===== config.mk =====
export PLATFORM = sky130hd
export DESIGN_NAME = softmax_row_sequencer
export DESIGN_NICKNAME = d
export VERILOG_FILES = /design/src/rtl/softmax_row_sequencer.sv
export SDC_FILE = /design/constraint.sdc
export NUM_CORES = 1
export LEC_CHECK = 0
export BUFFER_PORTS_ARGS = -buffer_cell sky130_fd_sc_hd__buf_2
export CAP_MARGIN = 20
export CORE_MARGIN = 1.5
export CORE_UTILIZATION = 45
export CTS_BUF_LIST = sky130_fd_sc_hd__clkbuf_4 sky130_fd_sc_hd__clkbuf_8
export CTS_CLUSTER_SIZE = 8
export DETAILED_ROUTE_END_ITERATION = 6
export GPL_TIMING_DRIVEN = 0
export PLACE_DENSITY = 0.77
export RECOVER_POWER = 100
export SYNTH_ARGS = -nofsm -noshare
export SYNTH_HDL_FRONTEND = slang
export SYNTH_SLANG_ARGS = --single-unit
export TNS_END_PERCENT = 30

===== constraint.sdc =====
create_clock -name CLK -period 2.5 [get_ports CLK]
set_clock_uncertainty 0.05 [all_clocks]
set_input_delay 0.125 -clock CLK [delete_from_list [all_inputs] [get_ports CLK]]
set_output_delay 0.125 -clock CLK [all_outputs]
set_load 0.01 [all_outputs]

===== src/rtl/softmax_row_sequencer.sv =====
// Three-pass softmax row controller: running-max sweep, exponent-accumulate sweep,
// then a flow-controlled normalise sweep presented on a valid/ready output stream.
module softmax_row_sequencer #(
    parameter int LEN_W = 8
) (
    input  logic             CLK,
    input  logic             RST_n,
    input  logic             start,
    input  logic [LEN_W-1:0] row_len,
    input  logic             abort,
    output logic             busy,
    output logic             done,
    output logic             rd_en,
    output logic [LEN_W-1:0] rd_addr,
    output logic             dp_clr,
    output logic             en_max,
    output logic             en_acc,
    output logic             out_valid,
    input  logic             out_ready,
    output logic [LEN_W-1:0] out_idx
);

    localparam logic [2:0] S_IDLE  = 3'd0;
    localparam logic [2:0] S_CLR   = 3'd1;
    localparam logic [2:0] S_MAX   = 3'd2;
    localparam logic [2:0] S_ACC   = 3'd3;
    localparam logic [2:0] S_NORM  = 3'd4;
    localparam logic [2:0] S_DRAIN = 3'd5;
    localparam logic [2:0] S_DONE  = 3'd6;

    localparam logic [1:0] TAG_NONE = 2'd0;
    localparam logic [1:0] TAG_MAX  = 2'd1;
    localparam logic [1:0] TAG_ACC  = 2'd2;

    localparam logic [LEN_W-1:0] ADDR_ZERO = '0;
    localparam logic [LEN_W-1:0] ADDR_ONE  = {{(LEN_W-1){1'b0}}, 1'b1};

    logic [2:0]       state_q, state_d;
    logic [LEN_W-1:0] len_q, len_d;
    logic [LEN_W-1:0] addr_q, addr_d;
    logic [1:0]       tag_q, tag_d;
    logic             out_valid_q, out_valid_d;
    logic [LEN_W-1:0] out_idx_q, out_idx_d;

    logic slot_free;
    logic last_addr;
    logic rd_en_c;
    logic rd_norm;

    // The output slot frees up in the same cycle the presented result is taken,
    // which is what lets NORM reads run without bubbles under a steady ready.
    assign slot_free = !out_valid_q || out_ready;
    assign last_addr = (addr_q == (len_q - ADDR_ONE));
    assign rd_norm   = (state_q == S_NORM) && slot_free;

    always_comb begin
        rd_en_c = 1'b0;
        case (state_q)
            S_MAX, S_ACC: rd_en_c = 1'b1;
            S_NORM:       rd_en_c = slot_free;
            default:      rd_en_c = 1'b0;
        endcase
    end

    always_comb begin
        state_d = state_q;
        len_d   = len_q;
        addr_d  = addr_q;
        case (state_q)
            S_IDLE: begin
                if (start) begin
                    if (row_len != ADDR_ZERO) begin
                        len_d   = row_len;
                        state_d = S_CLR;
                    end else begin
                        state_d = S_DONE;
                    end
                end
            end
            S_CLR: begin
                addr_d  = ADDR_ZERO;
                state_d = S_MAX;
            end
            S_MAX: begin
                if (last_addr) begin
                    addr_d  = ADDR_ZERO;
                    state_d = S_ACC;
                end else begin
                    addr_d = addr_q + ADDR_ONE;
                end
            end
            S_ACC: begin
                if (last_addr) begin
                    addr_d  = ADDR_ZERO;
                    state_d = S_NORM;
                end else begin
                    addr_d = addr_q + ADDR_ONE;
                end
            end
            S_NORM: begin
                if (rd_norm) begin
                    if (last_addr) begin
                        addr_d  = ADDR_ZERO;
                        state_d = S_DRAIN;
                    end else begin
                        addr_d = addr_q + ADDR_ONE;
                    end
                end
            end
            S_DRAIN: begin
                if (slot_free) begin
                    state_d = S_DONE;
                end
            end
            S_DONE:  state_d = S_IDLE;
            default: state_d = S_IDLE;
        endcase
        // Abort overrides everything, including a start seen in IDLE.
        if (abort) begin
            state_d = S_IDLE;
            addr_d  = ADDR_ZERO;
        end
    end

    always_comb begin
        tag_d       = TAG_NONE;
        out_valid_d = out_valid_q;
        out_idx_d   = out_idx_q;
        if (rd_en_c && (state_q == S_MAX)) begin
            tag_d = TAG_MAX;
        end else if (rd_en_c && (state_q == S_ACC)) begin
            tag_d = TAG_ACC;
        end
        if (rd_norm) begin
            out_valid_d = 1'b1;
            out_idx_d   = addr_q;
        end else if (out_ready) begin
            out_valid_d = 1'b0;
        end
        if (abort) begin
            tag_d       = TAG_NONE;
            out_valid_d = 1'b0;
            out_idx_d   = ADDR_ZERO;
        end
    end

    always_ff @(posedge CLK) begin
        if (!RST_n) begin
            state_q     <= S_IDLE;
            len_q       <= ADDR_ZERO;
            addr_q      <= ADDR_ZERO;
            tag_q       <= TAG_NONE;
            out_valid_q <= 1'b0;
            out_idx_q   <= ADDR_ZERO;
        end else begin
            state_q     <= state_d;
            len_q       <= len_d;
            addr_q      <= addr_d;
            tag_q       <= tag_d;
            out_valid_q <= out_valid_d;
            out_idx_q   <= out_idx_d;
        end
    end

    assign busy      = (state_q != S_IDLE);
    assign done      = (state_q == S_DONE);
    assign dp_clr    = (state_q == S_CLR);
    assign rd_en     = rd_en_c;
    assign rd_addr   = addr_q;
    assign en_max    = (tag_q == TAG_MAX);
    assign en_acc    = (tag_q == TAG_ACC);
    assign out_valid = out_valid_q;
    assign out_idx   = out_idx_q;

endmodule


**Word level (Yosys, flattened, before mapping)**

Index checks and enable logic that the tools add are counted.

- Register bits: 30
- Word-level logic and storage cells: 57

- Add/sub/neg operators: 2
- Eq/ne operators: 15
- Multiplexer cells: 16
- Bitwise operators: 1
- Reduce and logical (&&, ||, !) cells: 16

Operators with widths:

| kind | number |
|---|---|
| $pmux 8 s3 | 1 |
| $mux 3 | 7 |
| $pmux 3 s6 | 1 |
| $mux 8 | 2 |
| $ne 2x2->1 const B | 6 |
| $eq 3x3->1 const B | 3 |
| $add 8x1->8 const B | 1 |
| $eq 8x8->1 | 1 |
| $reduce_bool 8->1 | 1 |
| $sub 8x1->8 const B | 1 |
| $eq 3x2->1 const B | 2 |
| $reduce_and 6->1 | 1 |
| $reduce_bool 3->1 | 2 |
| $reduce_or 2->1 | 2 |
| $eq 3x1->1 const B | 1 |
| $logic_and 1x1->1 | 3 |
| $logic_not 3->1 | 1 |
| $mux 1 | 3 |
| $reduce_and 3->1 | 1 |
| $reduce_or 3->1 | 1 |
| $eq 2x1->1 const B | 1 |
| $eq 2x2->1 const B | 1 |
| $mux 2 | 1 |
| $pmux 1 s2 | 1 |
| 5 further kinds | 5 |

**Longest topological paths before layout**

Gate-level depths: netlist (run 1).

- Depth after elaboration: 6
- Depth in mapped cells: 9

**Worst setup path before layout (run 1)**

No wires, ideal clock.

- Path kind: register -> register
- From: register len_q[0]
- To: register state_q[0]
- Library setup time: 0.072 ns
- Arrival time: 2.029 ns
- Slack: 0.350 ns
- Cell stages (with the launch flop): 10
- Path buffers: 1
- Clock period less this slack: 2.150 ns
- Cells stage by stage: dfxtp_1 -> clkbuf_1 -> inv_1 -> ha_1 -> xor2_1 -> nand2_1 -> a311oi_1 -> o2111ai_4 -> a21oi_2 -> mux2i_1

- Cells in the longest elaborated chain, start to end: 4
- Elaborated cells on any way between the ends: 6
- Classes of those cells: add/sub: 1; eq/ne: 4; reduce/logical: 1

RTL lines:

| item | RTL line | RTL |
|---|---|---|
| from (decl) | 39 | `logic [LEN_W-1:0] len_q, len_d;` |
| from (signal assigned) | 157 | `len_q <= len_d;` |
| $sub 8x1->8 (*) | 53 | `assign last_addr = (addr_q == (len_q - ADDR_ONE));` |
| $eq 8x8->1 (*) | 53 |  |
| $ne 2x2->1 (no source line) | - |  |
| $reduce_and 6->1 (no source line) (*) | - |  |
| to (signal assigned) | 156 | `state_q <= state_d;` |
| to (decl) | 38 | `logic [2:0] state_q, state_d;` |

Every way passes the cells marked *; elsewhere a longest branch is shown, timed or not.
A chain may end at the register's enable or synchronous reset.

**Worst setup path in the final report (run 1)**

Ends and elaborated chain as after synthesis.

==> flow_results.org, run 1 <==
** STA
- For the final routed database, the setup TNS stands at 0 ns.
- For the finished layout, the period the worst path requires is approximately 2.3 ns.
- Final period util :: 93.90%
- Headroom to the max-slew limit came out at between 50 and 60%.
- Derived from the worst setup path, the maximum achievable clock frequency is 426.0 MHz.
- The total count of max-transition violations in the final report came to 0.
- The hold violation total from the final report is 0.
- Setup violations remaining at the end of the flow were counted as 0.
- Actual transition at the worst max-transition pin :: between 0.7 and 0.8 ns

** Logic synthesis
- The top cell type by area accounts for 37.24% of the synthesized area.
- Most repeated cell in the gate-level netlist after synthesis :: sky130_fd_sc_hd__dfxtp_1
- Post-synth cell types :: 44
- Net count of the mapped netlist :: 199
- For this run, the number of Yosys warnings is 0.
- Ranked by total cell area, the synthesized netlist is headed by sky130_fd_sc_hd__dfxtp_1 37%, sky130_fd_sc_hd__mux2i_1 11%, sky130_fd_sc_hd__nor2b_1 5.0%.
- Number of synthesized register bits :: 30
- Synthesized area per cell :: 8.765 µm²
- Sequential area share after synthesis :: between 30% and 40%
- Summed over all instances, the cell type with the most area after synthesis is sky130_fd_sc_hd__dfxtp_1.
- Syn Std Cell Area :: 1613 µm²
- Counting flops with a built-in enable in the synthesized netlist gives 0.
- Among all flip-flop cells after synthesis, the most frequent one is sky130_fd_sc_hd__dfxtp_1.
- Share of flip-flops with an asynchronous set or reset after synthesis :: 0%
- Leading post-synthesis cells by instance count :: 30 x sky130_fd_sc_hd__dfxtp_1, 17 x sky130_fd_sc_hd__mux2i_1, 14 x sky130_fd_sc_hd__nor2_1, 13 x sky130_fd_sc_hd__nand2_1, 13 x sky130_fd_sc_hd__nor2b_1
- In the synthesized netlist, the number of instances is 184.

** Floorplanning
- Die span in y :: 62.87 µm
- Top-level I/O count :: 36
- Once the floorplan was initialized, standard cells occupied around 48% of the core.
- The die is around 63 µm wide.
- The die covers 3952 µm².
- In this run the core area contains 21 standard-cell rows.
- Core area :: between 3000 and 4000 µm²

** Setup path
- In this run the critical register-to-register path is launched from len_q[0]$_SDFFE_PN0P_.
- Required @ worst endpoint :: approximately 2.7 ns
- For flop-to-flop paths, the worst setup slack is 0.15 ns.
- Critical path class :: reg2reg
- The endpoint identified for the worst register-to-register timing path is state_q[0]$_SDFFE_PP0P_.
- Worst setup EP type :: flop
- Critical path startpoint category :: flop
- Together, buffers and inverters on the worst path number 2.
- Along the worst path, the maximum fanout reaches 10.
- Cell Chain, Critical Path :: clkbuf_1 -> inv_1 -> ha_1 -> xor2_1 -> nand2_1 -> a311oi_2 -> o2111ai_4 -> a21oi_2 -> mux2i_1
- Slowest cell delay on critical path :: roughly 0.32 ns
- Worst path slowest cell :: sky130_fd_sc_hd__a311oi_2
- Data arrival time of the critical path :: 2.58 ns
- The critical path runs through a total of 9 cells.
- Worst setup path start :: len_q[0]$_SDFFE_PN0P_
- Endpoint of the most critical setup path :: state_q[0]$_SDFFE_PP0P_
- CP top delay family :: compound AO/OA/AOI/OAI gates
- Depth of the worst register-to-register path :: 9

** Clocking
- Clock-pin slew was measured on the worst setup and hold paths at 0.10 ns.
- The number of gates resized after CTS was 0.
- For the worst-skew pair, the clock arrives at the later sink with an insertion delay of about 0.34 ns.
- Total CTS buffers :: 5
- Counting every sink on the clock net gives 30.
- Buffers added to address setup during post-CTS repair amount to 0.
- Clock Tree Root :: sky130_fd_sc_hd__clkbuf_4
- For this design, the CTS-stage hold fixing added 0 buffers.
- Clock tree from TritonCTS :: done
- In this run the number of H-tree levels came out at 2.
- Maximum buffer depth of the clock tree :: 2

** Global routing
- The first global-routing pass estimated 5789 µm of wire.
- Initial antenna violation count :: 0
- The number of global-route vias before repair is 1,302.
- Residual overflow from global routing :: 0
- Total global-route track usage :: a little under a fifth
- Pin count of the biggest net entering global routing :: 11

** Detailed routing
- Vias per std cell :: 5.320
- Post-DRT Antenna Nets :: 0
- Residual DRC :: 0
- WL met1 :: 1713 µm
- In this run, the number of DRC markers left after iteration 0 of detailed routing was 70.
- Summing over every cut layer, the via total after detailed routing is 1,447.
- Dividing the detail-routed wire length by the instance count gives 13.06 µm.
- Routed signal wires occupy layers up through met4.
- Wires add up to between 3000 and 4000 µm.
- Met2 wire len :: 1624 µm
- Count of TritonRoute iterations in the first routing pass :: 4
- Met3 layer wire length in the routed design :: 160 µm

** Pwr
- Leak pwr :: about 0.75 nW
- Dividing total power by cell area gives a power density of around 550 nW/µm².
- Post-route total power :: approximately 1.1 mW
- Worst voltage drop across the vdd grid :: 0.4478 mV

** Final layout
- Ratio of cells with drive above 1 in the final layout :: a little under an eighth
- The repair_antennas step left the layout with diodes totalling 0.
- Compared with the post-synthesis result, the final layout area differs by 18.46%.
- The filler cells instantiated in the layout total 338.
- After the last flow step, the layout net total stands at 241.

** Outcome
- Run status :: complete, no violations

** Flow run
- Number of maximum-capacitance violations :: 0

** Placement
- Gpl congestion :: 0.7825
- The count of buffers added on input and output ports is 35.
- Final HPWL DP :: 2563 µm

** Worst hold path
- The min-delay analysis places its worst path in the category in2reg.
## where the power goes
| group | switching, mW | internal [mW] | total (mW) | leakage, nW |
|---|---|---|---|---|
| clock | 0.172 | 0.233 | 0.404 | 0.0443 |
| sequential | 0.0123 | 0.489 | 0.501 | 0.243 |
| combinational | 0.0862 | 0.0680 | 0.154 | 0.465 |
| total | 0.270 | 0.790 | 1.06 | 0.753 |
## flip-flops by register name, indices dropped and copies added, names as in the netlist
| name | cells |
|---|---|
| tag_q | 2 |
| out_idx | 8 |
| len_q | 8 |
| state_q | 3 |
| rd_addr | 8 |
| out_valid | 1 |
## per-stage QoR
step	worst slack (ns)	utilization [%]	std cells	hold slack [ns]	cell area [µm²]
after floorplan	0.3498	-	184	0.2032	1613
after global placement	0.1429	54.45	265	0.3476	1846
after detailed placement	0.1240	54.45	265	0.3598	1846
after CTS	0.1120	56.85	272	0.01466	1927
after global routing	-0.002593	56.37	272	0.01317	1911
final	0.1525	56.37	272	0.009371	1911
## per-layer routing
layer  up-vias  GRT usage, %
met4         0         8.333
met5         -             0
met1       667         22.63
li1        740             -
met2        36         30.45
met3         4         7.027
## worst register-to-register path, delay by kind of cell (launching register included)
family / cells / cell delay [ns]
adder cells (fa/ha/maj): 1 / 0.31
multiplexers: 1 / 0.19
XOR/XNOR: 1 / 0.15
AND/OR/NAND/NOR: 1 / 0.08
buffers and inverters: 2 / 0.36
flip-flops: 1 / 0.31
AO/OA/AOI/OAI: 3 / 0.85
## worst min-delay path by stage
stage / from / endpoint / cells after the start
3_5_place_dp: row_len[2] / len_q[2]$_SDFFE_PN0P_ / 3
4_1_cts: row_len[5] / len_q[5]$_SDFFE_PN0P_ / 3
6_report: row_len[5] / len_q[5]$_SDFFE_PN0P_ / 3
5_1_grt: row_len[6] / len_q[6]$_SDFFE_PN0P_ / 3
2_1_floorplan: RST_n / len_q[0]$_SDFFE_PN0P_ / 1
3_3_place_gp: row_len[2] / len_q[2]$_SDFFE_PN0P_ / 3
## logic make-up (layout without fill, tap and decap cells)
group | after synthesis | in the layout | share of synthesized area (%)
AO/OA/AOI/OAI | 26 | 26 | 12.96
XOR/XNOR | 13 | 13 | 7.060
adder cells (fa/ha/maj) | 2 | 2 | 1.551
buffers and inverters | 16 | 58 | 3.801
flip-flops | 30 | 30 | 37.24
multiplexers | 17 | 17 | 10.55
AND/OR/NAND/NOR | 80 | 80 | 26.84
## layout by cell type, fill, tap and decap left out, types with 2 or more instances in the layout
| cell type | instances |
|---|---|
| sky130_fd_sc_hd__clkbuf_4 | 5 |
| sky130_fd_sc_hd__inv_1 | 4 |
| sky130_fd_sc_hd__nand2_1 | 13 |
| sky130_fd_sc_hd__nor3_1 | 9 |
| sky130_fd_sc_hd__buf_2 | 13 |
| sky130_fd_sc_hd__clkbuf_1 | 34 |
| sky130_fd_sc_hd__nor2b_1 | 13 |
| sky130_fd_sc_hd__nand3_1 | 7 |
| sky130_fd_sc_hd__o21ai_0 | 2 |
| sky130_fd_sc_hd__a21oi_1 | 4 |
| sky130_fd_sc_hd__mux2i_1 | 17 |
| sky130_fd_sc_hd__xnor2_1 | 8 |
| sky130_fd_sc_hd__nand2b_1 | 4 |
| sky130_fd_sc_hd__ha_1 | 2 |
| sky130_fd_sc_hd__or3_1 | 3 |
| sky130_fd_sc_hd__nand4_1 | 3 |
| sky130_fd_sc_hd__nor2_1 | 14 |
| sky130_fd_sc_hd__dfxtp_1 | 30 |
| sky130_fd_sc_hd__xor2_1 | 5 |
| sky130_fd_sc_hd__a31oi_1 | 4 |
| sky130_fd_sc_hd__a211oi_1 | 3 |
| sky130_fd_sc_hd__nor4_1 | 4 |
| sky130_fd_sc_hd__nor3b_1 | 2 |
## area by class of cell
cell class | count | area (µm²) | share of cell area, %
multi-input cells | 138 | 963.4 | 50.43
inverters | 4 | 15.01 | 0.7859
well taps | 46 | 57.56 | 3.012
plain buffers | 12 | 46.29 | 2.423
repair buffers | 35 | 146.4 | 7.662
clock buffers | 6 | 51.30 | 2.685
clock inverters | 1 | 30.03 | 1.572
flip-flops and latches | 30 | 600.6 | 31.43
Note: power is estimated with default switching activity, not from simulation.
==> run 2: changes to the inputs <==
- ABC_AREA: default -> 1
==> flow_results.org, run 2 <==
** STA
- Number of hold-slack violations in the final timing report :: 0 (unchanged)
- Minimum clock period after layout :: 2.040 ns (was 2.348 ns)
- Final period util :: 81.59% (was 93.90%)
- Number of setup violations in the final report :: 0 (unchanged)
- The worst hold margin is 0.01534 ns (was 0.009371 ns).
- Setup repair after global routing left no endpoint under its margin.
- Worst relative slew slack :: 61.30% (was 52.26%)
- Actual transition at the worst max-transition pin :: 0.5744 ns (was 0.7161 ns)
- The total count of max-transition violations in the final report came to 0 (unchanged).
- The total negative setup slack came to 0 ns (unchanged).
- Maximum frequency from static timing analysis :: 490.3 MHz (was 426.0 MHz)

** Setup path
- Data arrival time of the critical path :: 2.26 ns (was 2.58 ns)
- Worst setup EP type :: flop (unchanged)
- The standard cell with the maximum stage delay on the critical path was sky130_fd_sc_hd__dfxtp_1 (was sky130_fd_sc_hd__a311oi_2).
- The critical path startpoint category is a flop (unchanged).
- Crit. path cell count :: 12 (was 9)
- The highest cell delay on the worst timing path came to 0.34 ns (was 0.32 ns).
- The source of the worst register-to-register timing path is len_q[0]$_SDFFE_PN0P_ (unchanged).
- Required @ worst endpoint :: 2.72 ns (was 2.73 ns)
- The critical path startpoint is len_q[0]$_SDFFE_PN0P_ (unchanged).
- The family with the most delay on the worst path is simple AND/OR/NAND/NOR gates (was compound AO/OA/AOI/OAI gates).
- The buffers plus inverters on the worst setup path came to 1 (was 2).
- The start-to-end type of the worst setup path is reg2reg (unchanged).
- The worst reg2reg path depth is 12 (was 9).
- Cell Chain, Critical Path :: inv_1 -> ha_1 -> or2_2 -> nand3_1 -> nor2_1 -> nand2_1 -> nor2_1 -> nand2_1 -> o21ai_0 -> nand2_2 -> nand2_2 -> a21oi_1 (was clkbuf_1 -> inv_1 -> ha_1 -> xor2_1 -> nand2_1 -> a311oi_2 -> o2111ai_4 -> a21oi_2 -> mux2i_1)
- The biggest fanout along the worst timing path is 7 (was 10).

** Placement
- Placed standard-cell area :: 1852 µm² (was 1846 µm²)
- Final HPWL DP :: 2616 µm (was 2563 µm)
- Gpl congestion :: 0.8203 (was 0.7825)
- Post-placement cell count :: 310 (was 265)
- The total of buffers placed on input and output ports is 35 (unchanged).

** Floorplanning
- The chip height is 62.98 µm (was 62.87 µm).
- Die Footprint :: 3966 µm² (was 3952 µm²)
- The initial core utilization is 47.77% (was 47.58%).
- Top-level I/O count :: 36 (unchanged)
- Core area :: 3390 µm² (unchanged)
- DIE WIDTH :: 62.98 µm (was 62.87 µm)
- The cell row count was 21 (unchanged).

** Final layout
- Ratio of cells with drive above 1 in the final layout :: 13.24% (was 11.95%)
- Area taken by multi-input logic gates :: 850.8 µm² (was 963.4 µm²)
- The number of diodes added for antenna fixing is 0 (unchanged).
- Synthesis-to-finish area growth :: 13.68% (was 18.46%)
- Leading cell types in the layout, fill and taps excluded: 53 x sky130_fd_sc_hd__nand2_1, 34 x sky130_fd_sc_hd__nor2_1, 30 x sky130_fd_sc_hd__dfxtp_1 (was 34 x sky130_fd_sc_hd__clkbuf_1, 30 x sky130_fd_sc_hd__dfxtp_1, 17 x sky130_fd_sc_hd__mux2i_1).
- The total of fill cells in the finished design was 370 (was 338).
- The final cell area excluding filler cells was 1841 µm² (was 1911 µm²).
- FF+latch area :: 600.6 µm² (unchanged)
- Most common cell after layout, fill and taps aside :: sky130_fd_sc_hd__nand2_1 (was sky130_fd_sc_hd__clkbuf_1)
- The count of placed standard cells in the final layout, fillers left out is 318 (was 272).
- The number of nets at the end of the flow came to 286 (was 241).

** Global routing
- The global router's overall resource usage is 19.41% (was 19.01%).
- The first-pass GRT wire length is 6210 µm (was 5789 µm).
- Pin count of the biggest net entering global routing :: 11 (unchanged)
- The number of global-route vias before repair is 1,473 (was 1,302).
- Residual overflow from global routing :: 0 (unchanged)
- Initial antenna violation count :: 0 (unchanged)

** Logic synthesis
- Dominant synthesized flop cell :: sky130_fd_sc_hd__dfxtp_1 (unchanged)
- Net count of the mapped netlist :: 244 (was 199)
- The most numerous cell in the Yosys netlist is sky130_fd_sc_hd__nand2_1 (was sky130_fd_sc_hd__dfxtp_1).
- Share of flip-flops with an asynchronous set or reset after synthesis :: 0% (unchanged)
- The post-synthesis cell type count came to 29 (was 44).
- Leading post-synthesis cells by instance count :: 50 x sky130_fd_sc_hd__nand2_1, 30 x sky130_fd_sc_hd__dfxtp_1, 30 x sky130_fd_sc_hd__nor2_1, 23 x sky130_fd_sc_hd__a21oi_1, 22 x sky130_fd_sc_hd__nand3_1 (was 30 x sky130_fd_sc_hd__dfxtp_1, 17 x sky130_fd_sc_hd__mux2i_1, 14 x sky130_fd_sc_hd__nor2_1, 13 x sky130_fd_sc_hd__nand2_1, 13 x sky130_fd_sc_hd__nor2b_1)
- The mean area per synthesized cell came to 7.070 µm² (was 8.765 µm²).
- The number of cells produced by synthesis was 229 (was 184).
- Area fraction of the dominant cell type after synthesis :: 37.09% (was 37.24%)
- Post-synthesis cell type with the largest combined area :: sky130_fd_sc_hd__dfxtp_1 (unchanged)
- The number of warnings reported in the yosys synthesis log is 0 (unchanged).
- The post-synthesis sequential element count came to 30 (unchanged).
- Syn Std Cell Area :: 1619 µm² (was 1613 µm²)
- Area contributors post-synth: sky130_fd_sc_hd__dfxtp_1 37%, sky130_fd_sc_hd__nand2_1 12%, sky130_fd_sc_hd__a21oi_1 7.1% (was sky130_fd_sc_hd__dfxtp_1 37%, sky130_fd_sc_hd__mux2i_1 11%, sky130_fd_sc_hd__nor2b_1 5.0%).
- The post-synthesis sequential area ratio came to 37.09% (was 37.24%).
- The count of flip-flops with a built-in enable after synthesis is 0 (unchanged).

** Detailed routing
- The detailed-routing iteration count for the pre-antenna-repair pass came to 7 (was 4).
- The post-route antenna net violation count is 0 (unchanged).
- The routed length on met1 is 1580 µm (was 1713 µm).
- Met3 layer wire length in the routed design :: 164 µm (was 160 µm)
- The number of remaining DRC errors is 0 (unchanged).
- Highest metal layer with signal wires :: met4 (unchanged)
- The mean routed wirelength per cell was 10.89 µm (was 13.06 µm).
- Overall via count from detail_route :: 1,558 (was 1,447)
- Met2 wire len :: 1653 µm (was 1624 µm)
- Vias per std cell :: 4.899 (was 5.320)
- Routed Wire Length :: 3462 µm (was 3552 µm)
- The iteration-0 DRC count of the detailed router was 51 (was 70).

** Pwr
- Leak pwr :: 0.7564 nW (was 0.7525 nW)
- Worst voltage drop across the vdd grid :: 0.3587 mV (was 0.4478 mV)
- Total power divided by cell area :: 527.3 nW/µm² (was 554.7 nW/µm²)

** Clocking
- Total CTS buffers :: 5 (unchanged)
- Clock tree from TritonCTS :: done (unchanged)
- The number of clock sinks was 30 (unchanged).
- The count of cells resized by post-cts repair was 0 (unchanged).
- Worst-skew pair later-pin latency :: 0.33 ns (was 0.34 ns)
- The number of buffers inserted for hold repair after clock tree synthesis is 0 (unchanged).
- # Post-CTS Setup Buffers :: 0 (unchanged)
- Max H-tree Level :: 2 (unchanged)
- Clock Tree Root :: sky130_fd_sc_hd__clkbuf_4 (unchanged)
- Maximum buffer depth of the clock tree :: 2 (unchanged)
- Post-CTS clock slew at the launch and capture registers of the worst setup and hold paths :: 0.10 ns (about the same)

** Worst hold path
- The hold-critical path depth was 3 (unchanged).
- The startpoint of the worst hold path was row_len[6] (was row_len[5]).
- The type of the tightest min-delay check is in2reg (unchanged).

** Outcome
- Run status: complete, no violations (unchanged).

** Flow run
- Number of maximum-capacitance violations :: 0 (unchanged)
## run 2: cell types whose count changed in the layout (fill, tap and decap cells not counted), sizes merged, moves of 10 or more
| cell | before | now |
|---|---|---|
| clkbuf | 40 | 30 |
| o21ai | 2 | 12 |
| nand3 | 7 | 23 |
| inv | 4 | 22 |
| nand2 | 14 | 57 |
| a21oi | 5 | 23 |
| nor2 | 14 | 36 |
| nor2b | 13 | 0 |
| mux2i | 17 | 0 |
## run 2: cell families (layout without fill, tap and decap cells)
group / count (synthesis) / in the layout / share of synthesized area, %
buffers and inverters: 29 / 72 / 7.805
AOI/OAI and AO/OA: 37 / 37 / 12.75
adders and majority gates: 2 / 2 / 1.545
and+or+nand+nor: 120 / 120 / 34.85
xor gates and xnor gates: 11 / 11 / 5.950
DFF: 30 / 30 / 37.09
## run 2: cell type report
cell class / instances / area share (%)
Multi-Input combinational cell: 170 / 46.23
Sequential cell: 30 / 32.63
Timing Repair Buffer: 35 / 8.158
Inverter: 23 / 4.691
Tap cell: 46 / 3.127
Clock buffer: 6 / 2.787
Buffer: 6 / 1.700
Clock inverter: 2 / 0.6798
## run 2: stage by stage
| step | total power, mW | util [%] | setup WS (ns) |
|---|---|---|---|
| final | 0.9706 | 54.30 | 0.4603 |
| after floorplan | 0.6369 | - | 0.8221 |
| after CTS | 0.9885 | 56.52 | 0.6245 |
| after global placement | 0.6741 | 54.63 | 0.6768 |
| after global routing | 1.020 | 54.30 | 0.2310 |
| after detailed placement | 0.6769 | 54.63 | 0.6498 |
## run 2: worst paths after layout
kind	slack (ns)	endpoint
min reg2reg	0.41	out_idx[4]$_SDFFE_PP0P_
min	0.02	len_q[6]$_SDFFE_PN0P_
max	0.46	rd_addr[0]$_SDFFE_PP0P_
max reg2reg	0.46	rd_addr[0]$_SDFFE_PP0P_
## run 2: routing by layer
layer | global-route usage, % | vias up
li1 | - | 819
met1 | 22.60 | 695
met2 | 34.04 | 36
met3 | 3.964 | 8
met4 | 8.611 | 0
met5 | 0 | -
## run 2: tightest hold or removal path, stage by stage
cell and delay, ns:
sky130_fd_sc_hd__buf_2 0.11, sky130_fd_sc_hd__nand3_1 0.07, sky130_fd_sc_hd__a21oi_1 0.06
## run 2: report_power, final
group          internal (mW)  switching, mW  leakage, nW
combinational         0.0581         0.0922        0.478
sequential             0.492         0.0132        0.244
clock                  0.135          0.180       0.0343
==> run 3: changes to the inputs <==
- PLACE_DENSITY: 0.77 -> 0.8
- clock period: 2.5 -> 1.75 ns (I/O delays scaled with it)
==> flow_results.org, run 3 (synthesis gave the netlist of run 2 again) <==
** Floorplanning
- Initial Utilization :: 47.77% (unchanged)
- The count of pins on the block boundary is 36 (unchanged).
- Core Rows :: 21 (unchanged)
- Die Footprint :: 3966 µm² (unchanged)
- The chip height is 62.98 µm (unchanged).
- The die width is 62.98 µm (unchanged).
- The core area came to 3390 µm² (unchanged).

** Setup path
- Critical path startpoint category :: flop (unchanged)
- Endpoint of the most critical setup path :: rd_addr[2]$_SDFFE_PP0P_ (was rd_addr[0]$_SDFFE_PP0P_)
- The worst setup slack for register-to-register paths came to 0.04 ns (was 0.46 ns).
- Required @ worst endpoint :: 1.95 ns (was 2.72 ns)
- Worst setup EP type :: flop (unchanged)
- FF-to-FF Start :: len_q[0]$_SDFFE_PN0P_ (unchanged)
- Critical path peak fanout :: 7 (unchanged)
- The worst reg2reg path depth is 12 (unchanged).
- Data arrival time of the critical path :: 1.91 ns (was 2.26 ns)
- Worst setup path start :: len_q[0]$_SDFFE_PN0P_ (unchanged)
- The critical register-to-register path endpoint was rd_addr[2]$_SDFFE_PP0P_ (was rd_addr[0]$_SDFFE_PP0P_).
- The start-to-end type of the worst setup path is reg2reg (unchanged).

** STA
- Final hold slack :: -0.000004607 ns (was 0.01534 ns)
- Minimum clock period after layout :: 1.709 ns (was 2.040 ns)
- Final period util :: 97.67% (was 81.59%)
- The fmax was 585.1 MHz (was 490.3 MHz).
- Unrepaired setup endpoints after global routing :: true (was false)
- Number of setup violations in the final report :: 0 (unchanged)
- Number of hold-slack violations in the final timing report :: 1 (was 0)
- Worst relative slew slack :: 69.64% (was 61.30%)
- The total count of max-transition violations in the final report was 0 (unchanged).
- Actual transition at the worst max-transition pin :: 0.4537 ns (was 0.5744 ns)

** Outcome
- Run status :: finished with violations (was complete, no violations)
- Violated checks :: negative hold slack

** Detailed routing
- The wire length reported by the detailed router is 3692 µm (was 3462 µm).
- Residual DRC :: 0 (unchanged)
- The mean routed wirelength per cell is 11.36 µm (was 10.89 µm).
- The detailed-routing iteration count for the pre-antenna-repair pass was 4 (was 7).
- Post-DRT Antenna Nets :: 0 (unchanged)
- Count of routing violations after the opening detailed-route iteration :: 49 (was 51)
- The number of vias per cell came to 4.898 (was 4.899).
- The via total after detailed routing is 1,592 (was 1,558).

** Flow run
- The number of max-capacitance violations reported came to 0 (unchanged).

** Placement
- The half-perimeter wire length after detailed placement is 2617 µm (was 2616 µm).
- The total placed cells including tap cells is 310 (unchanged).
- Gpl congestion :: 0.8238 (was 0.8203)
- Placed standard-cell area :: 1852 µm² (unchanged)
- Number of input and output port buffers inserted :: 35 (unchanged)

** Final layout
- Ratio of cells with drive above 1 in the final layout :: 24.37% (was 13.24%)
- The total of fill cells in the finished design was 332 (was 370).
- Fin cells :: 325 (was 318)
- The leading cell type in the layout, fill and taps excluded is sky130_fd_sc_hd__nand2_1 (unchanged).
- Leading cell types in the layout, fill and taps excluded :: 49 x sky130_fd_sc_hd__nand2_1, 27 x sky130_fd_sc_hd__nor2_1, 27 x sky130_fd_sc_hd__dfxtp_1 (was 53 x sky130_fd_sc_hd__nand2_1, 34 x sky130_fd_sc_hd__nor2_1, 30 x sky130_fd_sc_hd__dfxtp_1)
- Synthesis-to-finish area growth :: 25.81% (was 13.68%)
- The final cell area excluding filler cells came to 2037 µm² (was 1841 µm²).
- The number of nets at the end of the flow is 293 (was 286).
- The utilization of the core after routing came to 60.10% (was 54.30%).
- The number of diodes added for antenna fixing came to 0 (unchanged).

** Clocking
- Max H-tree Level :: 2 (unchanged)
- The latest clock arrival within the worst-skew pair is 0.34 ns (was 0.33 ns).
- Total CTS buffers :: 5 (unchanged)
- The number of buffers between clock root and the deepest sink came to 2 (unchanged).
- Post-CTS clock slew at the launch and capture registers of the worst setup and hold paths :: 0.10 ns (about the same)
- TritonCTS sink count :: 30 (unchanged)
- The root buffer cell is sky130_fd_sc_hd__clkbuf_4 (unchanged).
- Clock tree from TritonCTS :: done (unchanged)

** Pwr
- Leak pwr :: 0.8490 nW (was 0.7564 nW)
- The worst supply voltage drop on vdd came to 0.5358 mV (was 0.3587 mV).
- Post-route total power :: 1.564 mW (was 0.9706 mW)
- Total power divided by cell area :: 767.9 nW/µm² (was 527.3 nW/µm²)

** Global routing
- The global-route congestion overflow total was 0 (unchanged).
- The first-pass GRT wire length came to 6216 µm (was 6210 µm).
- Pin count of the biggest net entering global routing :: 11 (unchanged)
- Total global-route track usage :: 19.52% (was 19.41%)
- Initial antenna violation count :: 0 (unchanged)
- The number of global-route vias before repair is 1,507 (was 1,473).

** Worst hold path
- The hold-critical path depth was 3 (unchanged).
- The type of the tightest min-delay check is in2reg (unchanged).
run 3: cell count changes in the layout (fill, tap and decap cells not counted), moves of 4 or more:
cell,delta
sky130_fd_sc_hd__nor2_1,-7
sky130_fd_sc_hd__clkbuf_1,-6
sky130_fd_sc_hd__nor2_2,+4
sky130_fd_sc_hd__dlygate4sd3_1,+4
sky130_fd_sc_hd__nand2_1,-4
sky130_fd_sc_hd__buf_2,+5
run 3: how the worst min path moves through the flow:
stage                     from                     to
floorplan                RST_n  len_q[0]$_SDFFE_PN0P_
global placement    row_len[6]  len_q[6]$_SDFFE_PN0P_
detailed placement  row_len[7]  len_q[7]$_SDFFE_PN0P_
CTS                 row_len[2]  len_q[2]$_SDFFE_PN0P_
global route        row_len[2]  len_q[2]$_SDFFE_PN0P_
finish              row_len[2]  len_q[2]$_SDFFE_PN0P_
run 3: through the flow:
step	hold WS, ns	setup WS (ns)	TNS, ns
final	-0.000004607	0.04078	0
after global routing	0.02007	-0.03320	-0.1754
after CTS	0.001106	0.03455	0
after detailed placement	0.3262	-0.1300	-1.047
after global placement	0.3260	-0.07232	-0.4999
after floorplan	0.1759	0.07213	0
run 3: routing by layer:
layer	up-vias	global-route usage (%)	wire length, µm
li1	833	-	-
met1	715	22.25	1665
met2	35	33.78	1776
met3	9	4.505	159
met4	0	10.00	91
met5	-	0	0
run 3: worst max-delay path, stage by stage (launching register included):
cell,delay (ns)
sky130_fd_sc_hd__dfxtp_2,0.36
sky130_fd_sc_hd__inv_4,0.05
sky130_fd_sc_hd__ha_4,0.26
sky130_fd_sc_hd__or2_4,0.11
sky130_fd_sc_hd__nand3_2,0.08
sky130_fd_sc_hd__nor2_1,0.10
sky130_fd_sc_hd__nand2_1,0.08
sky130_fd_sc_hd__nor2_2,0.10
sky130_fd_sc_hd__nand2_2,0.08
sky130_fd_sc_hd__o21ai_4,0.09
sky130_fd_sc_hd__nand2_2,0.09
sky130_fd_sc_hd__nand2_4,0.12
sky130_fd_sc_hd__nor2_1,0.05
run 3: power breakdown:
group / switching (mW) / total (mW) / internal [mW]
Sequential: 0.0229 / 0.727 / 0.704
Clock: 0.263 / 0.559 / 0.296
Combinational: 0.161 / 0.278 / 0.118
run 3: repair_timing:
action	in CTS	in global routing
endpoints found under the setup margin	10	13
hold buffers	4	0
gates resized for setup	7	11
endpoints found under the hold margin	5	0
pin swaps	1	4
gates cloned	0	0
setup buffers	1	2
run 3: layout make-up:
type | instances | area, µm² | area share [%]
buffer | 6 | 40.04 | 1.966
clock buffer | 5 | 37.54 | 1.843
clock inverter | 3 | 40.04 | 1.966
inverter | 23 | 88.84 | 4.361
multi-input combinational | 170 | 950.9 | 46.68
sequential | 30 | 604.3 | 29.67
tap | 46 | 57.56 | 2.826
timing repair buffer | 42 | 217.7 | 10.69
